File: config.mk
export PLATFORM = sky130hd
export DESIGN_NAME = clk_div_monitor
export DESIGN_NICKNAME = d
export VERILOG_FILES = /design/src/rtl/clk_div_monitor.sv
export SDC_FILE = /design/constraint.sdc
export NUM_CORES = 1
export LEC_CHECK = 0
export CORE_AREA = 5 5 66 83
export DETAILED_ROUTE_END_ITERATION = 8
export DIE_AREA = 0 0 71 88
export GPL_ROUTABILITY_DRIVEN = 0
export PLACE_DENSITY = 0.7
export SYNTH_ARGS = -nofsm -noshare
export SYNTH_HDL_FRONTEND = slang
export SYNTH_HIERARCHICAL = 1
export SYNTH_SLANG_ARGS = --single-unit
File: constraint.sdc
create_clock -name clk_in -period 1.6 [get_ports clk_in]
set_input_delay 0.32 -clock clk_in [delete_from_list [all_inputs] [get_ports clk_in]]
set_output_delay 0.32 -clock clk_in [all_outputs]
set_load 0.005 [all_outputs]
File: src/rtl/clk_div_monitor.sv
// Divided-clock monitor: synchronizes sig_in, measures its period and high time in
// clk_in cycles, declares lock on repeated identical measurements, flags missing edges.

module clk_div_monitor_chk (
    input logic clk_in,
    input logic rst_n,
    input logic locked,
    input logic timeout_err,
    input logic meas_valid,
    input logic in_locked_state
);

    a_locked_tracks_state: assert property (@(posedge clk_in) disable iff (!rst_n)
        locked == in_locked_state);

    a_no_lock_with_timeout: assert property (@(posedge clk_in) disable iff (!rst_n)
        !(locked && timeout_err));

    // A measurement is always triggered by a rise, which clears any pending timeout.
    a_meas_clears_timeout: assert property (@(posedge clk_in) disable iff (!rst_n)
        meas_valid |-> !timeout_err);

endmodule

module clk_div_monitor #(
    parameter int CNT_W      = 8,
    parameter int LOCK_COUNT = 4,
    parameter int TIMEOUT    = 255
) (
    input  logic             clk_in,
    input  logic             rst_n,
    input  logic             enable,
    input  logic             sig_in,
    output logic [CNT_W-1:0] period_o,
    output logic [CNT_W-1:0] high_o,
    output logic             meas_valid,
    output logic             locked,
    output logic             timeout_err
);

    localparam int MATCH_W = $clog2(LOCK_COUNT + 1);

    localparam logic [CNT_W-1:0]   CNT_ZERO  = {CNT_W{1'b0}};
    localparam logic [CNT_W-1:0]   CNT_ONE   = CNT_W'(1);
    localparam logic [CNT_W-1:0]   CNT_MAX   = {CNT_W{1'b1}};
    localparam logic [CNT_W-1:0]   TIMEOUT_V = CNT_W'(TIMEOUT);
    localparam logic [MATCH_W-1:0] MATCH_ZERO = {MATCH_W{1'b0}};
    localparam logic [MATCH_W-1:0] MATCH_ONE  = MATCH_W'(1);
    localparam logic [MATCH_W-1:0] LOCK_V     = MATCH_W'(LOCK_COUNT);

    typedef enum logic [1:0] {
        ST_IDLE       = 2'd0,
        ST_WAIT_FIRST = 2'd1,
        ST_MEASURE    = 2'd2,
        ST_LOCKED     = 2'd3
    } state_t;

    function automatic logic [CNT_W-1:0] sat_inc(input logic [CNT_W-1:0] val,
                                                 input logic [CNT_W-1:0] lim);
        return (val >= lim) ? lim : val + CNT_ONE;
    endfunction

    logic sync1_r;
    logic sync2_r;
    logic s_d_r;
    logic rise_s;

    state_t state_r;
    state_t state_nxt_s;

    logic [CNT_W-1:0]   per_cnt_r,   per_cnt_nxt_s,   per_run_s;
    logic [CNT_W-1:0]   hi_cnt_r,    hi_cnt_nxt_s,    hi_run_s;
    logic [CNT_W-1:0]   period_r,    period_nxt_s;
    logic [CNT_W-1:0]   high_r,      high_nxt_s;
    logic [MATCH_W-1:0] match_cnt_r, match_cnt_nxt_s, match_upd_s;
    logic               meas_valid_r,  meas_valid_nxt_s;
    logic               locked_r,      locked_nxt_s;
    logic               timeout_err_r, timeout_err_nxt_s;
    logic               meas_match_s;

    // Two-FF synchronizer plus one delay stage for edge detection.
    always_ff @(posedge clk_in or negedge rst_n) begin
        if (!rst_n) begin
            sync1_r <= 1'b0;
            sync2_r <= 1'b0;
            s_d_r   <= 1'b0;
        end else begin
            sync1_r <= sig_in;
            sync2_r <= sync1_r;
            s_d_r   <= sync2_r;
        end
    end

    assign rise_s       = sync2_r & ~s_d_r;
    assign per_run_s    = rise_s ? CNT_ONE : sat_inc(per_cnt_r, TIMEOUT_V);
    assign hi_run_s     = rise_s ? CNT_ONE : (sync2_r ? sat_inc(hi_cnt_r, CNT_MAX) : hi_cnt_r);
    assign meas_match_s = (per_cnt_r == period_r) && (hi_cnt_r == high_r);

    // Match counter after a measurement; the very first measurement always counts as one.
    assign match_upd_s = (match_cnt_r == MATCH_ZERO) ? MATCH_ONE :
                         !meas_match_s               ? MATCH_ONE :
                         (match_cnt_r >= LOCK_V)     ? LOCK_V    :
                                                       match_cnt_r + MATCH_ONE;

    // FSM state register.
    always_ff @(posedge clk_in or negedge rst_n) begin
        if (!rst_n) begin
            state_r <= ST_IDLE;
        end else begin
            state_r <= state_nxt_s;
        end
    end

    // Next-state, counter and output logic; enable low overrides everything.
    always_comb begin
        state_nxt_s       = state_r;
        per_cnt_nxt_s     = per_cnt_r;
        hi_cnt_nxt_s      = hi_cnt_r;
        match_cnt_nxt_s   = match_cnt_r;
        period_nxt_s      = period_r;
        high_nxt_s        = high_r;
        meas_valid_nxt_s  = 1'b0;
        locked_nxt_s      = locked_r;
        timeout_err_nxt_s = timeout_err_r;

        if (!enable) begin
            state_nxt_s       = ST_IDLE;
            per_cnt_nxt_s     = CNT_ZERO;
            hi_cnt_nxt_s      = CNT_ZERO;
            match_cnt_nxt_s   = MATCH_ZERO;
            locked_nxt_s      = 1'b0;
            timeout_err_nxt_s = 1'b0;
        end else begin
            case (state_r)
                ST_IDLE: begin
                    state_nxt_s   = ST_WAIT_FIRST;
                    per_cnt_nxt_s = CNT_ZERO;
                    hi_cnt_nxt_s  = CNT_ZERO;
                end

                ST_WAIT_FIRST: begin
                    per_cnt_nxt_s = per_run_s;
                    hi_cnt_nxt_s  = hi_run_s;
                    if (rise_s) begin
                        state_nxt_s       = ST_MEASURE;
                        timeout_err_nxt_s = 1'b0;
                    end else if (per_cnt_r == TIMEOUT_V) begin
                        state_nxt_s       = ST_WAIT_FIRST;
                        per_cnt_nxt_s     = CNT_ZERO;
                        timeout_err_nxt_s = 1'b1;
                        locked_nxt_s      = 1'b0;
                        match_cnt_nxt_s   = MATCH_ZERO;
                    end else begin
                        state_nxt_s = ST_WAIT_FIRST;
                    end
                end

                ST_MEASURE, ST_LOCKED: begin
                    per_cnt_nxt_s = per_run_s;
                    hi_cnt_nxt_s  = hi_run_s;
                    if (rise_s) begin
                        meas_valid_nxt_s  = 1'b1;
                        timeout_err_nxt_s = 1'b0;
                        period_nxt_s      = per_cnt_r;
                        high_nxt_s        = hi_cnt_r;
                        match_cnt_nxt_s   = match_upd_s;
                        if (match_upd_s == LOCK_V) begin
                            state_nxt_s  = ST_LOCKED;
                            locked_nxt_s = 1'b1;
                        end else begin
                            state_nxt_s  = ST_MEASURE;
                            locked_nxt_s = 1'b0;
                        end
                    end else if (per_cnt_r == TIMEOUT_V) begin
                        state_nxt_s       = ST_WAIT_FIRST;
                        per_cnt_nxt_s     = CNT_ZERO;
                        timeout_err_nxt_s = 1'b1;
                        locked_nxt_s      = 1'b0;
                        match_cnt_nxt_s   = MATCH_ZERO;
                    end else begin
                        state_nxt_s = state_r;
                    end
                end

                default: begin
                    state_nxt_s       = ST_IDLE;
                    per_cnt_nxt_s     = CNT_ZERO;
                    hi_cnt_nxt_s      = CNT_ZERO;
                    match_cnt_nxt_s   = MATCH_ZERO;
                    locked_nxt_s      = 1'b0;
                    timeout_err_nxt_s = 1'b0;
                end
            endcase
        end
    end

    // Counters, measurement results and status flags.
    always_ff @(posedge clk_in or negedge rst_n) begin
        if (!rst_n) begin
            per_cnt_r     <= CNT_ZERO;
            hi_cnt_r      <= CNT_ZERO;
            match_cnt_r   <= MATCH_ZERO;
            period_r      <= CNT_ZERO;
            high_r        <= CNT_ZERO;
            meas_valid_r  <= 1'b0;
            locked_r      <= 1'b0;
            timeout_err_r <= 1'b0;
        end else begin
            per_cnt_r     <= per_cnt_nxt_s;
            hi_cnt_r      <= hi_cnt_nxt_s;
            match_cnt_r   <= match_cnt_nxt_s;
            period_r      <= period_nxt_s;
            high_r        <= high_nxt_s;
            meas_valid_r  <= meas_valid_nxt_s;
            locked_r      <= locked_nxt_s;
            timeout_err_r <= timeout_err_nxt_s;
        end
    end

    assign period_o    = period_r;
    assign high_o      = high_r;
    assign meas_valid  = meas_valid_r;
    assign locked      = locked_r;
    assign timeout_err = timeout_err_r;

    clk_div_monitor_chk u_chk (
        .clk_in          (clk_in),
        .rst_n           (rst_n),
        .locked          (locked_r),
        .timeout_err     (timeout_err_r),
        .meas_valid      (meas_valid_r),
        .in_locked_state (state_r == ST_LOCKED)
    );

endmodule

==> results of run 1 <==
## routing by layer
metal | GRT usage, % | share of wire, % | vias up
met3 | 3.674 | 2.9 | 7
li1 | - | - | 894
met4 | 7.692 | 1.7 | 0
met5 | 0 | 0 | -
met1 | 20.95 | 45 | 865
met2 | 29.37 | 51 | 29
## flip-flops by register name (all words and copies together) (netlist names)
signal	count
high_o	8
locked	1
sync2_r	1
s_d_r	1
hi_cnt_r	8
timeout_err	1
match_cnt_r	3
per_cnt_r	8
meas_valid	1
sync1_r	1
period_o	8
state_r	2
## worst paths after layout
kind / to / slack (ns) / depth (start not counted)
max: match_cnt_r[0]$_DFFE_PN0P_ / 0.03 / 6
min: sync2_r$_DFF_PN0_ / 0.36 / 0
max reg2reg: match_cnt_r[0]$_DFFE_PN0P_ / 0.03 / 6
min reg2reg: sync2_r$_DFF_PN0_ / 0.36 / 0
max in group asynchronous: per_cnt_r[1]$_DFF_PN0_ / 0.63 / 3
min in group asynchronous: period_o[6]$_DFFE_PN0P_ / 0.48 / 2
## power by group through the flow
stage	Clock (W)	Sequential (W)	Combinational (W)
5_1_grt	0.000815	0.00113	0.000244
3_3_place_gp	0	0.00115	0.000194
6_report	0.000753	0.00113	0.000218
2_1_floorplan	0	0.00114	0.000107
4_1_cts	0.000772	0.00113	0.000198
3_5_place_dp	0	0.00115	0.000196
## worst max-delay path, delay by kind of cell (launching register included)
family                 cells  cell delay (ns)
AND/OR/NAND/NOR            2             0.44
flip-flops                 1             0.43
AO/OA/AOI/OAI              2             0.21
XOR/XNOR                   1             0.18
buffers and inverters      1             0.18
## cell type report
| class | count | area [um2] |
|---|---|---|
| Timing Repair Buffer | 61 | 539.3 |
| Tap cell | 60 | 75.07 |
| Sequential cell | 43 | 1081 |
| Inverter | 10 | 37.54 |
| Multi-Input combinational cell | 171 | 1086 |
| Fill cell | 415 | 1705 |
| Clock buffer | 8 | 100.1 |
## timing repair
item	4_1_cts	5_1_grt
pin swaps	0	12
hold endpoints to repair	15	0
resized for setup	4	19
endpoints found under the setup margin	7	11
buffers inserted	0	4
hold buffers	1	0
## through the flow
step	total power (W)	hold WS (ns)
final	0.002099	0.3557
after global routing	0.002190	0.3706
after CTS	0.002095	0.3578
after detailed placement	0.001342	0.2737
after global placement	0.001340	0.2711
after floorplan	0.001251	0.02441
## cell usage in the layout (no fill, tap or decap), types with 2 or more instances in the layout
cell type         n
and3_1            2
o31ai_1           2
a21oi_1           8
nand3_1           7
o22ai_1           2
dfrtp_2           4
inv_1            10
nand2_2           2
ha_1              3
xor2_1            4
buf_6             2
o21a_1            2
clkbuf_8          7
nand2_1          56
buf_4            35
xnor2_1          13
a31oi_1           2
xnor2_2           4
or2_2             2
nand4_1           5
dlymetal6s2s_1    4
o21ai_0          11
nand2b_1          2
clkdlybuf4s50_1  16
nor2_1           19
dfrtp_1          39
## Yosys cell counts (2+ instances only)
master and number:
nand2_1 58, dfrtp_1 43, nor2_1 19, xnor2_1 16
o21ai_0 11, inv_1 10, a21oi_1 9, nand3_1 8
buf_2 5, nand4_1 5, ha_1 4, xor2_1 4
buf_4 3, o22ai_1 3, a31oi_1 2, and3_1 2
nand2b_1 2, o21a_1 2, o31ai_1 2, or2_2 2
## cell families after synthesis
logic type / count (synthesis)
AND/OR/NAND/NOR: 106
flip-flops: 43
AO/OA/AOI/OAI: 39
XOR/XNOR: 22
buffers and inverters: 20
adder cells (fa/ha/maj): 4
==> metrics.txt, run 1 <==
Worst Path Required 1.78 ns; drt drc 0; CP Data Arrival Time 1.75 ns; post-route core utilization between 60% and 70%; FMAX ~0.64 GHz; register area share after synthesis 48.89%; Total GRT Usage 17.21%; IO Count 23; largest net degree at the start of global routing 29; Finished Layout Cells roughly 350; Synth area leader dfrtp_1; CP endpoint kind register; asr flop ratio synth 100.0%; relative slew slack between 70 and 80%; CTS sink count 43; core area 4624 um2; origin of the critical flop-to-flop path hi_cnt_r[1]$_DFFE_PN0P_; Worst-Margin Slew slightly above 0.4 ns; CTS tree done; vias in the first global route 1790; Yosys Warn Count 6; Netlist cell types 44; crit start category register; xor/xnor share of the synthesized area 9.949%; Synth Cell Area around 2200 um2; CTS Root Cell clkbuf_8; area of the die 6248 um2; DR pass1 iterations 4; # setup viols final 0; HPWL Detailed 3602 um; sw frac 23.59%; Comb power frac 10.4%; Setup CP Type register to register; clk_lat worst skew 0.29 ns; total gr overflow 0; die height about 90 um; Synth Area in Simple Gates 22.46%; first-pass GRT wire length 8259 um; diode count 0; Flop pwr share 53.7%; PwrDens 719.1 nW/um2; detailed-route via count roughly 1800; initial antenna violation count 0; Clock Pin Slew Worst Setup and Hold Paths roughly 0.080 ns; peak supply drop 0.0004634 V; critical path peak fanout 4; DP Area 2695 um2; CP peak stage delay 0.43 ns; Synth Register Bits 43; largest family of logic cells by synthesized area simple AND/OR/NAND/NOR gates; Cell Chain, Critical Path xnor2_1 -> nand4_1 -> nor4_4 -> buf_4 -> o2111a_1 -> a21oi_1; hold_sp sync1_r$_DFF_PN0_; Starting Density 47.59%; cell count after synthesis 234; RSZ-0062 raised after global routing yes; Pleak roughly 1.4 nW; setup ws final 0.03095 ns; Area Overhead vs Synth 32.63%; Setup Total Neg Slack 0 ns; post-synthesis mux area share 0%; final wirelength between 4000 and 5000 um; Final Cell Area just under 3000 um2; Post-synth EDFFs 0; CTS Buf Count 5; worst min path class register to register; H-tree Lvls 2; Detail Route Antenna Nets 0; CP startpoint hi_cnt_r[1]$_DFFE_PN0P_; min Tclk post-route 1.569 ns; Final Hold Violating Endpoints 0; Clk pwr share 35.9%; Cells after DPL 340; run status complete, no violations; post-synthesis compound-gate area fraction 11.82%; area share of fa/ha/maj cells after synthesis 2.274%; share of layout cells above drive strength 1 about a quarter; Yosys top cell area share between 40% and 50%; PortBufs 22; Net Count, Synth around 240; WL/cell ~14 um; P_int 0.001604 W; P_sw slightly below 0.0005 W; slowest cell on the critical path dfrtp_1; First DRT Iteration DRCs 95; worst slack at placement -0.1655 ns; die width 71 um; syn avg cell area 9.405 um2; Tcrit/Tclk final a little over nine tenths; top_reg_cell synth dfrtp_1; Rows 28; clk buf depth 2; Nets 300; max-slew violations 0; top post-synthesis cells by area dfrtp_1 49%, nand2_1 9.9%, xnor2_1 6.4%; routed vias/inst 5.085; MaxCap Viol Count 0; Layout Skew 0.002478 ns
Note: power is estimated with default switching activity, not from simulation.
==> run 2, diff against run 1 <==
--- a/config.mk
+++ b/config.mk
@@ -5,11 +5,12 @@
 export SDC_FILE = /design/constraint.sdc
 export NUM_CORES = 1
 export LEC_CHECK = 0
-export CORE_AREA = 5 5 66 83
+export ABC_AREA = 1
+export CORE_AREA = 5 5 68 86
 export DETAILED_ROUTE_END_ITERATION = 8
-export DIE_AREA = 0 0 71 88
+export DIE_AREA = 0 0 73 91
 export GPL_ROUTABILITY_DRIVEN = 0
-export PLACE_DENSITY = 0.7
+export PLACE_DENSITY = 0.71
 export SYNTH_ARGS = -nofsm -noshare
 export SYNTH_HDL_FRONTEND = slang
 export SYNTH_HIERARCHICAL = 1
==> run 2 against run 1 <==
Against the previous run:
- final area is 2.3% higher
- die area grew 6.3%
- flip-flop and latch count unchanged
- critical path depth fell by 5
- first-iteration DRC count rose by 20%
- total power up 26%
==> metrics.txt, run 2 <==
Synth area leader dfrtp_1; register area share after synthesis 44.06%; clk buf depth 2; Synth Cell Area 2442 um2; Netlist cell types 32; CTS Root Cell clkbuf_8; vias in the first global route between 2000 and 2500; H-tree Lvls 2; HPWL Detailed between 3000 and 4000 um; MaxCap Viol Count 0; Setup CP Type register to output port; top post-synthesis cells by area dfrtp_1 44%, nand2_1 18%, inv_1 7.5%; # fillers 477; Synth Area in Simple Gates around a third; synth cell count leaders 117 x nand2_1, 49 x inv_1, 43 x dfrtp_1; # setup viols final 0; Worst-Margin Slew 0.2941 ns; Final Cell Area between 2000 and 3000 um2; relative slew slack 80.32%; Final Hold Violating Endpoints 0; Layout Skew 0.002359 ns; most instantiated library cell after synthesis nand2_1; CTS Buf Count 5; Clock Pin Slew Worst Setup and Hold Paths 0.08 ns; cell count after synthesis 339; Detail Route Antenna Nets 0; die height 91 um; area of the die roughly 6600 um2; first-pass GRT wire length 9446 um; Area Overhead vs Synth 22.28%; diode count 0; Nets 389; asr flop ratio synth 100.0%; run status complete, no violations; die width 73 um; Yosys Warn Count 6; routed vias/inst 4.937; final wirelength 5220 um; core area 4935 um2; CP peak stage delay 0.52 ns; Pleak 1.435 nW; xor/xnor share of the synthesized area 1.793%; post-synthesis compound-gate area fraction 9.324%; initial antenna violation count 0; post-synthesis mux area share 0%; worst min path class register to register; crit start category register; Top delay family on crit path buffers and inverters; Rows 29; max-slew violations 0; Worst Path Required 1.28 ns; IO Count 23; top_reg_cell synth dfrtp_1; post-route core utilization 60.52%; PwrDens 887.0 nW/um2; syn avg cell area 7.205 um2; area share of fa/ha/maj cells after synthesis 2.049%; CTS tree done; DR pass1 iterations 6; critical path peak fanout 4; DP Area 2808 um2; Buffers & Inverters on Critical Path 1; min Tclk post-route roughly 1.5 ns; Synth Register Bits 43; largest net degree at the start of global routing 44; most common cell after layout, fill and taps aside nand2_1; Net Count, Synth ~350; Starting Density 49.49%; drt drc 0; slowest cell on the critical path clkdlybuf4s50_1; Total GRT Usage 17.76%; Post-synth EDFFs 0; total gr overflow 0; Tcrit/Tclk final 95.85%; CP endpoint kind output port; largest family of logic cells by synthesized area simple AND/OR/NAND/NOR gates; First DRT Iteration DRCs 114; WL/cell between 10 and 15 um; Cell Chain, Critical Path clkdlybuf4s50_1; CP Data Arrival Time 1.21 ns; clk_lat worst skew 0.30 ns; share of layout cells above drive strength 1 14.92%; PortBufs 22; CTS sink count 43; detailed-route via count 2192; Yosys top cell area share 44.06%; peak supply drop 0.0007000 V; FMAX around 0.65 GHz; commonest non-fill, non-tap cells in the layout 117 x nand2_1, 48 x inv_1, 40 x dfrtp_1, 26 x o21ai_0, 23 x nor2_1
run 2: cell count changes after synthesis, sizes merged, moves of 3 or more:
cell   delta
nor2     +13
o21ai    +17
inv      +46
xnor2    -15
buf       -3
nand2    +65
and3      -3
nand3     +5
run 2: path summary, 6_finish.rpt:
| kind | startpoint | end | slack (ns) | depth (start not counted) |
|---|---|---|---|---|
| max | high_o[1]$_DFFE_PN0P_ | high_o[1] | 0.07 | 1 |
| min | sync1_r$_DFF_PN0_ | sync2_r$_DFF_PN0_ | 0.35 | 0 |
| max reg2reg | per_cnt_r[0]$_DFF_PN0_ | per_cnt_r[3]$_DFF_PN0_ | 0.11 | 9 |
| min reg2reg | sync1_r$_DFF_PN0_ | sync2_r$_DFF_PN0_ | 0.35 | 0 |
| max in group asynchronous | rst_n | hi_cnt_r[1]$_DFFE_PN0P_ | 0.85 | 3 |
| min in group asynchronous | rst_n | per_cnt_r[7]$_DFF_PN0_ | 0.53 | 3 |
run 2: layout make-up:
class                      count  area, um2  area share [%]
multi-input combinational    233       1130           37.83
sequential                    43       1080           36.15
timing repair buffer          41      385.4           12.90
inverter                      57      214.0           7.164
clock buffer                   8      100.1           3.351
tap                           62      77.57           2.597
run 2: repair_timing:
action	in CTS	in global routing
resized for setup	0	9
hold buffers	1	0
buffers inserted	0	6
hold endpoints to repair	43	0
endpoints found under the setup margin	0	9
run 2: logic make-up (layout without fill, tap and decap cells):
group                      count (synthesis)  in the layout
buffers and inverters                     63            106
xor gates and xnor gates                   5              5
and+or+nand+nor                          181            181
AOI/OAI and AO/OA                         43             43
DFF                                       43             43
adders and majority gates                  4              4
run 2: stage by stage:
step / TNS (ns) / hold slack (ns) / std cells / power, W / worst slack [ns]
2_1_floorplan: 0 / 0.02441 / 339 / 0.001568 / 0.2385
3_3_place_gp: -0.3298 / 0.3138 / 429 / 0.001847 / -0.06002
3_5_place_dp: -0.6116 / 0.3144 / 429 / 0.001858 / -0.1176
4_1_cts: 0 / 0.3556 / 438 / 0.002640 / 0.007176
5_1_grt: -0.01520 / 0.3631 / 444 / 0.002811 / -0.01520
6_report: 0 / 0.3509 / 444 / 0.002649 / 0.06639
run 2: routing by layer:
metal	up-vias	part of all wire [%]	track usage, %
li1	1126	-	-
met1	1022	45	22.12
met2	33	49	30.30
met3	11	3.4	3.646
met4	0	2.1	5.538
met5	-	0	0
run 2: power by group:
| group | leakage (nW) | internal [W] | switching (W) |
|---|---|---|---|
| Sequential | 0.560 | 0.00118 | 0.0000722 |
| Clock | 0.0515 | 0.000395 | 0.000387 |
| Combinational | 0.823 | 0.000309 | 0.000308 |
